`config.mk`:
```
export PLATFORM = sky130hd
export DESIGN_NAME = load_aligner_flat
export DESIGN_NICKNAME = d
export VERILOG_FILES = /design/src/rtl/load_aligner_if.sv /design/src/rtl/load_aligner.sv /design/src/flat_wrapper.sv
export SDC_FILE = /design/constraint.sdc
export NUM_CORES = 1
export LEC_CHECK = 0
export ABC_AREA = 1
export CORE_ASPECT_RATIO = 1.75
export CORE_MARGIN = 10
export CORE_UTILIZATION = 47
export CTS_CLUSTER_DIAMETER = 80
export DETAILED_ROUTE_END_ITERATION = 7
export PLACE_DENSITY = 0.83
export SLEW_MARGIN = 20
export SYNTH_ARGS = -nofsm -noshare
export SYNTH_HDL_FRONTEND = slang
export SYNTH_SLANG_ARGS = --single-unit
```
`constraint.sdc`:
```
create_clock -name clk -period 6.6 [get_ports clk]
set_input_delay 0.66 -clock clk [delete_from_list [all_inputs] [get_ports clk]]
set_output_delay 0.66 -clock clk [all_outputs]
set_load 0.005 [all_outputs]
```
`src/rtl/load_aligner_if.sv`:
```
// load_aligner_if: bundles the three handshakes around the load aligner.
//   req_*      : load request from the LSU address stage (valid/ready).
//   mem_req_*  : beat read request to the data bus (valid/ready).
//   mem_rsp_*  : read data returned by the bus (valid only, no backpressure).
//   wb_*       : extended load result towards register-file writeback.
// Modports:
//   slave  - the load_aligner view (takes requests, drives bus reads and results).
//   master - the surrounding LSU/bus/writeback environment.
interface load_aligner_if #(
  parameter int XLEN   = 32,
  parameter int ADDR_W = 32
) ();
  logic              req_valid;
  logic              req_ready;
  logic [ADDR_W-1:0] req_addr;
  logic [2:0]        req_f3;
  logic [4:0]        req_rd;

  logic              mem_req_valid;
  logic              mem_req_ready;
  logic [ADDR_W-1:0] mem_req_addr;
  logic              mem_rsp_valid;
  logic [XLEN-1:0]   mem_rsp_data;

  logic              wb_valid;
  logic              wb_ready;
  logic [XLEN-1:0]   wb_data;
  logic [4:0]        wb_rd;
  logic              wb_fault;

  modport slave (
    input  req_valid, req_addr, req_f3, req_rd,
    output req_ready,
    output mem_req_valid, mem_req_addr,
    input  mem_req_ready, mem_rsp_valid, mem_rsp_data,
    output wb_valid, wb_data, wb_rd, wb_fault,
    input  wb_ready
  );

  modport master (
    output req_valid, req_addr, req_f3, req_rd,
    input  req_ready,
    input  mem_req_valid, mem_req_addr,
    output mem_req_ready, mem_rsp_valid, mem_rsp_data,
    input  wb_valid, wb_data, wb_rd, wb_fault,
    output wb_ready
  );
endinterface

```
`src/rtl/load_aligner.sv`:
```
// load_aligner: multi-cycle load data unit between the LSU address stage and
// register-file writeback. Takes one load request, issues one (or two, for a
// load straddling a bus beat) naturally aligned bus reads, merges the beats,
// extracts the addressed byte/half/word/dword and sign/zero-extends it.
//
// Parameters: XLEN (32 or 64, datapath/bus width), ADDR_W (byte address width).
// Ports:
//   clk  - clock, rising edge
//   rst  - asynchronous active-high reset
//   bus  - load_aligner_if.slave: req_* request handshake, mem_req_*/mem_rsp_*
//          bus read channel, wb_* registered result handshake.
//
// Build option: define LOAD_MISALIGN_EN to service loads that cross a beat
// boundary with two bus reads. Without it such loads complete immediately with
// wb_fault=1 and the second-beat states are not built.
module load_aligner #(
  parameter int XLEN   = 32,
  parameter int ADDR_W = 32
) (
  input  logic          clk,
  input  logic          rst,
  load_aligner_if.slave bus
);

  localparam int BYTES = XLEN / 8;
  localparam int OFF_W = $clog2(BYTES);

  typedef enum logic [2:0] {IDLE, REQ0, RSP0, REQ1, RSP1, DONE} state_t;

  state_t            state_q;
  state_t            state_d;

  logic [OFF_W-1:0]  off_q;
  logic [2:0]        f3_q;
  logic [4:0]        rd_q;
  logic [ADDR_W-1:0] mem_addr_q;
  logic [XLEN-1:0]   wb_data_q;
  logic              wb_fault_q;
  logic              wb_valid_q;
`ifdef LOAD_MISALIGN_EN
  logic              split_q;
  logic [XLEN-1:0]   beat0_q;
`endif

  // Masks the field down to its access size and extends it to XLEN.
  // For a full-width access the mask is all ones, so the value passes through.
  function automatic logic [XLEN-1:0] extend(input logic [XLEN-1:0] field,
                                             input logic [2:0]      f3);
    logic [XLEN-1:0] mask;
    logic            sign;
    case (f3[1:0])
      2'b00:   begin mask = XLEN'(8'hFF);         sign = field[7];  end
      2'b01:   begin mask = XLEN'(16'hFFFF);      sign = field[15]; end
      2'b10:   begin mask = XLEN'(32'hFFFF_FFFF); sign = field[31]; end
      default: begin mask = '1;                   sign = 1'b0;      end
    endcase
    sign = sign & ~f3[2];
    return (field & mask) | ({XLEN{sign}} & ~mask);
  endfunction

  // Request decode, only meaningful while IDLE.
  logic [OFF_W-1:0] req_off;
  logic [3:0]       req_size;
  logic [4:0]       req_end;
  logic             req_split;
  logic             req_bad_f3;
  logic             req_fault;

  assign req_off    = bus.req_addr[OFF_W-1:0];
  assign req_size   = 4'd1 << bus.req_f3[1:0];
  assign req_end    = 5'(req_off) + 5'(req_size);
  assign req_split  = (req_end > 5'(BYTES));
  assign req_bad_f3 = (bus.req_f3 == 3'b111) ||
                      ((XLEN == 32) && ((bus.req_f3 == 3'b011) || (bus.req_f3 == 3'b110)));
`ifdef LOAD_MISALIGN_EN
  assign req_fault  = req_bad_f3;
`else
  assign req_fault  = req_bad_f3 | req_split;
`endif

  // Merge: the low beat is the live response on a single-beat load and the
  // captured beat0 once the second beat is arriving.
  logic [XLEN-1:0] merge_lo;
  logic [XLEN-1:0] merge_hi;
  logic [XLEN-1:0] field;
  logic [XLEN-1:0] ld_result;

`ifdef LOAD_MISALIGN_EN
  assign merge_lo = (state_q == RSP1) ? beat0_q : bus.mem_rsp_data;
  assign merge_hi = (state_q == RSP1) ? bus.mem_rsp_data : '0;
`else
  assign merge_lo = bus.mem_rsp_data;
  assign merge_hi = '0;
`endif
  assign field     = XLEN'({merge_hi, merge_lo} >> {off_q, 3'b000});
  assign ld_result = extend(field, f3_q);

  // State register
  always_ff @(posedge clk or posedge rst) begin
    if (rst) begin
      state_q <= IDLE;
    end else begin
      state_q <= state_d;
    end
  end

  // Next-state logic
  always_comb begin
    state_d = state_q;
    case (state_q)
      IDLE: if (bus.req_valid)     state_d = req_fault ? DONE : REQ0;
      REQ0: if (bus.mem_req_ready) state_d = RSP0;
`ifdef LOAD_MISALIGN_EN
      RSP0: if (bus.mem_rsp_valid) state_d = split_q ? REQ1 : DONE;
      REQ1: if (bus.mem_req_ready) state_d = RSP1;
      RSP1: if (bus.mem_rsp_valid) state_d = DONE;
`else
      RSP0: if (bus.mem_rsp_valid) state_d = DONE;
`endif
      DONE: if (bus.wb_ready)      state_d = IDLE;
      default:                     state_d = IDLE;
    endcase
  end

  // State-decoded outputs
  always_comb begin
    bus.req_ready     = 1'b0;
    bus.mem_req_valid = 1'b0;
    case (state_q)
      IDLE:    bus.req_ready     = 1'b1;
      REQ0:    bus.mem_req_valid = 1'b1;
`ifdef LOAD_MISALIGN_EN
      REQ1:    bus.mem_req_valid = 1'b1;
`endif
      default: ;
    endcase
  end

  // Captured request, beat address and registered result
  always_ff @(posedge clk or posedge rst) begin
    if (rst) begin
      off_q      <= '0;
      f3_q       <= '0;
      rd_q       <= '0;
      mem_addr_q <= '0;
      wb_data_q  <= '0;
      wb_fault_q <= 1'b0;
      wb_valid_q <= 1'b0;
`ifdef LOAD_MISALIGN_EN
      split_q    <= 1'b0;
      beat0_q    <= '0;
`endif
    end else begin
      wb_valid_q <= (state_d == DONE);
      case (state_q)
        IDLE: begin
          if (bus.req_valid) begin
            off_q      <= req_off;
            f3_q       <= bus.req_f3;
            rd_q       <= bus.req_rd;
            mem_addr_q <= {bus.req_addr[ADDR_W-1:OFF_W], {OFF_W{1'b0}}};
            wb_fault_q <= req_fault;
            if (req_fault) wb_data_q <= '0;
`ifdef LOAD_MISALIGN_EN
            split_q    <= req_split;
`endif
          end
        end
        RSP0: begin
          if (bus.mem_rsp_valid) begin
`ifdef LOAD_MISALIGN_EN
            beat0_q <= bus.mem_rsp_data;
            // Second beat address wraps naturally at 2^ADDR_W.
            if (split_q) mem_addr_q <= mem_addr_q + ADDR_W'(BYTES);
            else         wb_data_q  <= ld_result;
`else
            wb_data_q <= ld_result;
`endif
          end
        end
`ifdef LOAD_MISALIGN_EN
        RSP1: begin
          if (bus.mem_rsp_valid) wb_data_q <= ld_result;
        end
`endif
        default: ;
      endcase
    end
  end

  assign bus.mem_req_addr = mem_addr_q;
  assign bus.wb_valid     = wb_valid_q;
  assign bus.wb_data      = wb_data_q;
  assign bus.wb_rd        = rd_q;
  assign bus.wb_fault     = wb_fault_q;

endmodule

```
`src/flat_wrapper.sv`:
```
// flat-port wrapper written by rule: the top's interface ports become plain ports
module load_aligner_flat 
#(
  parameter int XLEN   = 32,
  parameter int ADDR_W = 32
)
  (clk, rst, bus_req_valid, bus_req_addr, bus_req_f3, bus_req_rd, bus_req_ready, bus_mem_req_valid, bus_mem_req_addr, bus_mem_req_ready, bus_mem_rsp_valid, bus_mem_rsp_data, bus_wb_valid, bus_wb_data, bus_wb_rd, bus_wb_fault, bus_wb_ready);
  load_aligner_if #(.XLEN(XLEN), .ADDR_W(ADDR_W)) bus_i ();
  input  logic clk;
  input  logic rst;
  input wire logic [$bits(bus_i.req_valid)-1:0] bus_req_valid;
  input wire logic [$bits(bus_i.req_addr)-1:0] bus_req_addr;
  input wire logic [$bits(bus_i.req_f3)-1:0] bus_req_f3;
  input wire logic [$bits(bus_i.req_rd)-1:0] bus_req_rd;
  output wire logic [$bits(bus_i.req_ready)-1:0] bus_req_ready;
  output wire logic [$bits(bus_i.mem_req_valid)-1:0] bus_mem_req_valid;
  output wire logic [$bits(bus_i.mem_req_addr)-1:0] bus_mem_req_addr;
  input wire logic [$bits(bus_i.mem_req_ready)-1:0] bus_mem_req_ready;
  input wire logic [$bits(bus_i.mem_rsp_valid)-1:0] bus_mem_rsp_valid;
  input wire logic [$bits(bus_i.mem_rsp_data)-1:0] bus_mem_rsp_data;
  output wire logic [$bits(bus_i.wb_valid)-1:0] bus_wb_valid;
  output wire logic [$bits(bus_i.wb_data)-1:0] bus_wb_data;
  output wire logic [$bits(bus_i.wb_rd)-1:0] bus_wb_rd;
  output wire logic [$bits(bus_i.wb_fault)-1:0] bus_wb_fault;
  input wire logic [$bits(bus_i.wb_ready)-1:0] bus_wb_ready;
  assign bus_i.req_valid = bus_req_valid;
  assign bus_i.req_addr = bus_req_addr;
  assign bus_i.req_f3 = bus_req_f3;
  assign bus_i.req_rd = bus_req_rd;
  assign bus_req_ready = bus_i.req_ready;
  assign bus_mem_req_valid = bus_i.mem_req_valid;
  assign bus_mem_req_addr = bus_i.mem_req_addr;
  assign bus_i.mem_req_ready = bus_mem_req_ready;
  assign bus_i.mem_rsp_valid = bus_mem_rsp_valid;
  assign bus_i.mem_rsp_data = bus_mem_rsp_data;
  assign bus_wb_valid = bus_i.wb_valid;
  assign bus_wb_data = bus_i.wb_data;
  assign bus_wb_rd = bus_i.wb_rd;
  assign bus_wb_fault = bus_i.wb_fault;
  assign bus_i.wb_ready = bus_wb_ready;
  load_aligner #(.XLEN(XLEN), .ADDR_W(ADDR_W)) u_core (.clk(clk), .rst(rst), .bus(bus_i));
endmodule
```
==> results of run 1 <==
## sequential cells by signal, summed over array words and instances (netlist names)
name,cells
u_core.state_q,3
u_core.bus.wb_rd,5
u_core.bus.mem_req_addr,30
u_core.bus.wb_data,32
u_core.bus.wb_valid,1
u_core.off_q,2
u_core.f3_q,3
u_core.bus.wb_fault,1
## critical path: cells and delay by family
kind	cells	cell delay, ns
adder cells (fa/ha/maj)	2	0.62
AO/OA/AOI/OAI	2	0.26
AND/OR/NAND/NOR	4	0.35
buffers and inverters	3	0.86
## placed cells by master, fill, tap and decap left out
cell | synthesis | routed
clkinv_4 | 0 | 1
nand2_4 | 1 | 1
buf_4 | 5 | 2
o21ai_2 | 1 | 1
nand3_1 | 29 | 29
clkinvlp_4 | 0 | 1
clkinv_2 | 0 | 2
nand2_2 | 5 | 5
fa_1 | 1 | 1
nand2_1 | 244 | 244
nor2_8 | 1 | 1
nor2_2 | 1 | 1
conb_1 | 1 | 2
o31ai_1 | 1 | 1
dfrtp_1 | 77 | 77
bufinv_16 | 0 | 1
o211ai_1 | 8 | 8
clkbuf_16 | 0 | 9
clkdlybuf4s50_1 | 0 | 148
nor2_1 | 3 | 3
inv_1 | 24 | 21
a31oi_1 | 1 | 1
a21oi_1 | 24 | 24
o21ai_0 | 28 | 28
nand4_1 | 1 | 1
o21ai_1 | 8 | 8
inv_6 | 0 | 2
ha_1 | 1 | 1
inv_2 | 5 | 8
## layer usage
layer / vias up / part of all wire (%) / routed length (um) / track usage [%]
met3: 17 / 13 / 1500 / 10.1
li1: 1817 / - / - / -
met1: 1741 / 36 / 4180 / 20.9
met4: 0 / 1.7 / 194 / 6.41
met5: - / 0 / 0 / 0
met2: 163 / 50 / 5770 / 30.9
## worst max path at each step
stage	start	to	slack [ns]
floorplan	rst	u_core.bus.mem_req_addr[10]	3.97
CTS	bus_req_valid	u_core.state_q[2]	3.95
finish	bus_req_f3[0]	u_core.bus.wb_data[2]	4.05
global route	bus_req_f3[0]	u_core.bus.wb_data[7]	3.89
detailed placement	bus_req_valid	u_core.state_q[2]	3.59
global placement	bus_req_valid	u_core.state_q[2]	3.65
## stage by stage
step	hold slack (ns)	power, mW	cell area (um2)
finish	0.478	2.50	5510
detailed placement	0.465	2.02	5220
global placement	0.461	1.98	5220
global route	0.502	2.70	5510
CTS	0.481	2.53	5510
floorplan	0.450	1.45	3790
## cell type report
type	count	area, um2	area share, %
inverters	29	109	1.97
clock buffers	9	225	4.08
clock inverters	7	73.8	1.34
well taps	90	113	2.04
flip-flops and latches	77	1930	34.9
multi-input cells	360	1570	28.5
repair buffers	150	1500	27.1
## power groups by stage
stage / sequential [mW] / combinational, mW / clock, mW
finish: 0.853 / 1.15 / 0.495
global route: 0.881 / 1.30 / 0.521
CTS: 0.851 / 1.17 / 0.504
detailed placement: 0.854 / 1.17 / 0
global placement: 0.845 / 1.14 / 0
floorplan: 0.816 / 0.633 / 0
## cells by family (layout without fill, tap and decap cells)
family	count (synthesis)	count (layout)
compound gates	71	71
buf+inv	59	195
fa+ha+maj	2	2
simple gates	285	285
flops	77	77
other cells	1	2
==> results.toml, run 1 <==
[timing]
finalWorstSetupSlack_ns = 4.05
fmax_mhz = 392
fin_crit_sh_pct = 38.6
hold_violations = 0
max-slew-margin-rel_pct = 35.4
fin_crit_ns = 2.55
fin_worst_skew_ns = 0.00479
grt_setup_unrepaired = "no"
setup_viol_count_final = 0
worstMarginPinSlew_ns = 0.969
finalSetupTns_ns = 0
slew_violations = 0

[logic_synthesis]
ys.flop_type = "dfrtp_1"
synth_compound_area_share_pct = 10.1
synthArstFlopShare_pct = 100
synth_area_leaders = "dfrtp_1 (51%), nand2_1 (24%), nand3_1 (3.8%)"
yosysWarnings = 0
synth.distinct_cells = 26
synth_seq_cells = 77
synth_edf_count = 0
synthCells = 495
yosys.area.top_type = "dfrtp_1"
yosys.area.top_type_share_pct = 50.9
synth_area_um2 = 3790
muxShareOfSynthArea_pct = 0
netlist_top_cells_count = "nand2_1 (244), dfrtp_1 (77), nand3_1 (29)"
synthXorXnorAreaFrac_pct = 0
synthAdderAreaFrac_pct = 0.859
yosysMostFrequentCell = "nand2_1"
synth-seq-area-share_pct = 50.9
avgSynthCellArea_um2 = 7.65
synthSimpleGateAreaFrac_pct = 30.3
synth_top_family_by_area = "simple AND/OR/NAND/NOR gates"

[layout]
utilization_pct = 69.7
n_fill_cell = 630
final_cells = 722
final_layout_size_suffix_gt1_share_pct = 5.54
n_antenna_cell = 0
syn_to_final_growth_pct = 45.6
nets = 707

[detailed_routing]
ant_nets = 0
drt_wl_total_mm = 11.6
drt-vias-per-instance = 5.18
drt_iter0_drc = 221
routed-via-count = 3738
wl_per_cell_um = 16.1
drc = 0
firstDrtPassIters = 4

[worst_setup_path]
critical-path-max-stage-delay_ns = 0.47
critPathRequiredTime_ns = 6.81
reg2reg_depth = 9
rr_endpoint = "u_core.bus.wb_data[16]"
cpMaxStageDelayCell = "fa_1"
crit_chain = "clkdlybuf4s50_1 > nor2_1 > ha_1 > inv_1 > fa_1 > nand2_1 > nand3_1 > nand2_1 > o21ai_2 > buf_4 > o21ai_0"
path_max_fanout = 39
crit_path_frequent_cell = "nand2_1"
r2r_start = "u_core.off_q[0]"
critPathCaptureType = "register"
arrival_ns = 2.76
reg2reg_slack_ns = 4.24
worstSetupPathType = "in -> reg"
critPathLaunchType = "input pin"

[pwr]
power.internal_mw = 1.55
comb_power_share_pct = 46.1
p_leak_nw = 2.73
vdd.ir_drop.worst_uv = 309
p_per_area_nw_per_um2 = 454
p_switching_mw = 0.957
p_sw_share_pct = 38.2
p_clk_share_pct = 19.8
seq_power_share_pct = 34.1

[floorplanning]
ios = 151
core-area_um2 = 7910
std_cell_rows = 43
die_h_um = 139
die_x_um = 87.9
die_area_um2 = 12200
start_util_pct = 47.9

[cts]
cts_buffers = 9
cts_tree = "yes"
cts_setup_buffers = 0
h-tree-depth = 3
cts_root_buf = "clkbuf_16"
holdBufCountCts = 0
cts_resized = 0
clockBufferDepth = 2
worstSkewPairLatency_ns = 0.34
clock-sinks = 77
clk_pin_slew_worst_paths_ns = 0.06

[global_routing]
grt_usage_pct = 19.2
grt_max_degree = 78
grt.overflow.total = 0
antenna_found_initial = 0
grt_pass1_vias = 3913
grt_pass1_wl_mm = 18.9

[job]
cap_violations = 0

[min_path]
min_path_cells = 2
hp-class = "reg -> reg"
holdPathEnd = "u_core.f3_q[2]"
hp-start = "u_core.f3_q[2]"

[outcome]
status = "finished clean"

[place]
io_buffers = 148
hpwl_mm = 8.62
post-place-ws_ns = 3.59
dpl.cell_count = 706
gp_congestion = 0.884
Note: power is estimated with default switching activity, not from simulation.
==> inputs of run 2 (changes only) <==
--- a/config.mk
+++ b/config.mk
@@ -8,10 +8,10 @@
 export ABC_AREA = 1
 export CORE_ASPECT_RATIO = 1.75
 export CORE_MARGIN = 10
-export CORE_UTILIZATION = 47
+export CORE_UTILIZATION = 39
 export CTS_CLUSTER_DIAMETER = 80
 export DETAILED_ROUTE_END_ITERATION = 7
-export PLACE_DENSITY = 0.83
+export PLACE_DENSITY = 0.73
 export SLEW_MARGIN = 20
 export SYNTH_ARGS = -nofsm -noshare
 export SYNTH_HDL_FRONTEND = slang
==> constraint.sdc (replaced) <==
create_clock -name clk -period 2.1 [get_ports clk]
set_input_delay 0.21 -clock clk [delete_from_list [all_inputs] [get_ports clk]]
set_output_delay 0.21 -clock clk [all_outputs]
set_load 0.005 [all_outputs]
==> results.toml, run 2 (synthesis gave the netlist of run 1 again) <==
[worst_setup_path]
crit_path_frequent_cell = "nand2_1"
critPathRequiredTime_ns = 2.30
arrival_ns = 2.11
critPathCaptureType = "register"
critical-path-max-stage-delay_ns = 0.48
crit_chain = "clkdlybuf4s50_1 > nor2_1 > ha_1 > inv_1 > fa_1 > nand2_1 > nand3_1 > nand2_1 > o21ai_2 > buf_12 > o21ai_0"
path_max_fanout = 39
critPathLaunchType = "input pin"
worstSetupPathType = "in -> reg"
cpMaxStageDelayCell = "fa_1"

[timing]
setup_viol_count_final = 0
fin_crit_ns = 1.91
slew_violations = 0
hold_violations = 0
fin_hold_ws_ns = 0.342
fin_crit_sh_pct = 90.8
fin_worst_skew_ns = 0.00890
grt_setup_unrepaired = "no"
finalWorstSetupSlack_ns = 0.194
fmax_mhz = 525

[job]
cap_violations = 0

[global_routing]
grt_usage_pct = 17.2
grt_max_degree = 78
grt_pass1_vias = 3933
antenna_found_initial = 0
grt.overflow.total = 0
grt_pass1_wl_mm = 19.5

[pwr]
finalPower_mw = 8.09
p_clk_share_pct = 20.8
p_switching_mw = 2.99
p_per_area_nw_per_um2 = 1420
vdd.ir_drop.worst_uv = 744
power.internal_mw = 5.10
p_sw_share_pct = 36.9
comb_power_share_pct = 47.3
p_leak_nw = 2.81
seq_power_share_pct = 31.9

[detailed_routing]
drt_wl_total_mm = 11.9
wl_per_cell_um = 15.5
drt-vias-per-instance = 4.84
firstDrtPassIters = 5
drc = 0
routed-via-count = 3705
ant_nets = 0
drt_iter0_drc = 216

[layout]
utilization_pct = 60.2
final_layout_size_suffix_gt1_share_pct = 6.99
n_fill_cell = 843
n_antenna_cell = 0
syn_to_final_growth_pct = 50.5
largest_register_ffs = 32
layout.cells.most_common = "nand2_1"
final_cells = 766
nets = 719
most-common-layout-cells = "nand2_1 (244), clkdlybuf4s50_1 (148), dfrtp_1 (77), nand3_1 (29), o21ai_0 (28)"

[cts]
clockBufferDepth = 2
worstSkewPairLatency_ns = 0.33
clk_pin_slew_worst_paths_ns = 0.06
cts_resized = 0
clock-sinks = 77
cts_root_buf = "clkbuf_16"
cts_setup_buffers = 0
holdBufCountCts = 0
h-tree-depth = 3
cts_tree = "yes"
cts_buffers = 9

[floorplanning]
die_area_um2 = 14200
ios = 151
die_x_um = 94.5
start_util_pct = 40.0
die_h_um = 150
std_cell_rows = 47
core-area_um2 = 9470

[place]
gp_congestion = 0.856
io_buffers = 148
dpl.cell_count = 750
hpwl_mm = 9.14
post-place-ws_ns = -0.159

[outcome]
status = "finished clean"

[min_path]
hp-class = "in -> async"
## run 2: cell types whose count changed in the layout (fill, tap and decap cells not counted), moves of 2 or more
cell / delta
buf_4: +10
inv_2: -3
buf_12: +2
inv_1: +2
inv_6: -2
## run 2: worst max-delay path: cells and delay by family
family	cells	cell delay [ns]
buf+inv	3	0.70
fa+ha+maj	2	0.64
simple gates	4	0.28
compound gates	2	0.27
## run 2: cell type report
cell class	instances	area, um2	share of cell area [%]
clock inverter	6	86.3	1.51
sequential	77	1930	33.8
inverter	29	113	1.98
clock buffer	10	239	4.19
tap	122	153	2.68
timing repair buffer	162	1610	28.3
multi-input combinational	360	1570	27.6
## run 2: worst paths after layout
check                                               to  depth (start not counted)  slack [ns]                   startpoint
max reg2reg                     u_core.bus.wb_data[27]                          8        0.50              u_core.off_q[1]
min                                     u_core.f3_q[1]                          3        0.34                          rst
max in group asynchronous   u_core.bus.mem_req_addr[7]                          3        1.43                          rst
max                              u_core.bus.wb_data[2]                         11        0.19                bus_req_f3[1]
min reg2reg                u_core.bus.mem_req_addr[29]                          2        0.48  u_core.bus.mem_req_addr[29]
min in group clk           u_core.bus.mem_req_addr[11]                          3        0.41             bus_req_addr[11]
## run 2: stage by stage
step	setup TNS [ns]	area, um2
global route	0	5700
finish	0	5700
global placement	-2.13	5370
floorplan	0	3790
CTS	0	5700
detailed placement	-4.20	5370
## run 2: layer usage
metal	global-route usage [%]	routed length (um)	vias up
met3	9.67	1480	11
li1	-	-	1836
met1	18.4	4470	1710
met5	0	0	-
met2	28.4	5760	148
met4	4.66	182	0
## run 2: power by group through the flow
stage / registers, mW / logic (mW) / clock network (mW)
6_report: 2.58 / 3.83 / 1.68
5_1_grt: 2.66 / 4.32 / 1.78
3_3_place_gp: 2.57 / 3.81 / 0
3_5_place_dp: 2.59 / 3.89 / 0
2_1_floorplan: 2.56 / 1.99 / 0
4_1_cts: 2.59 / 3.91 / 1.72
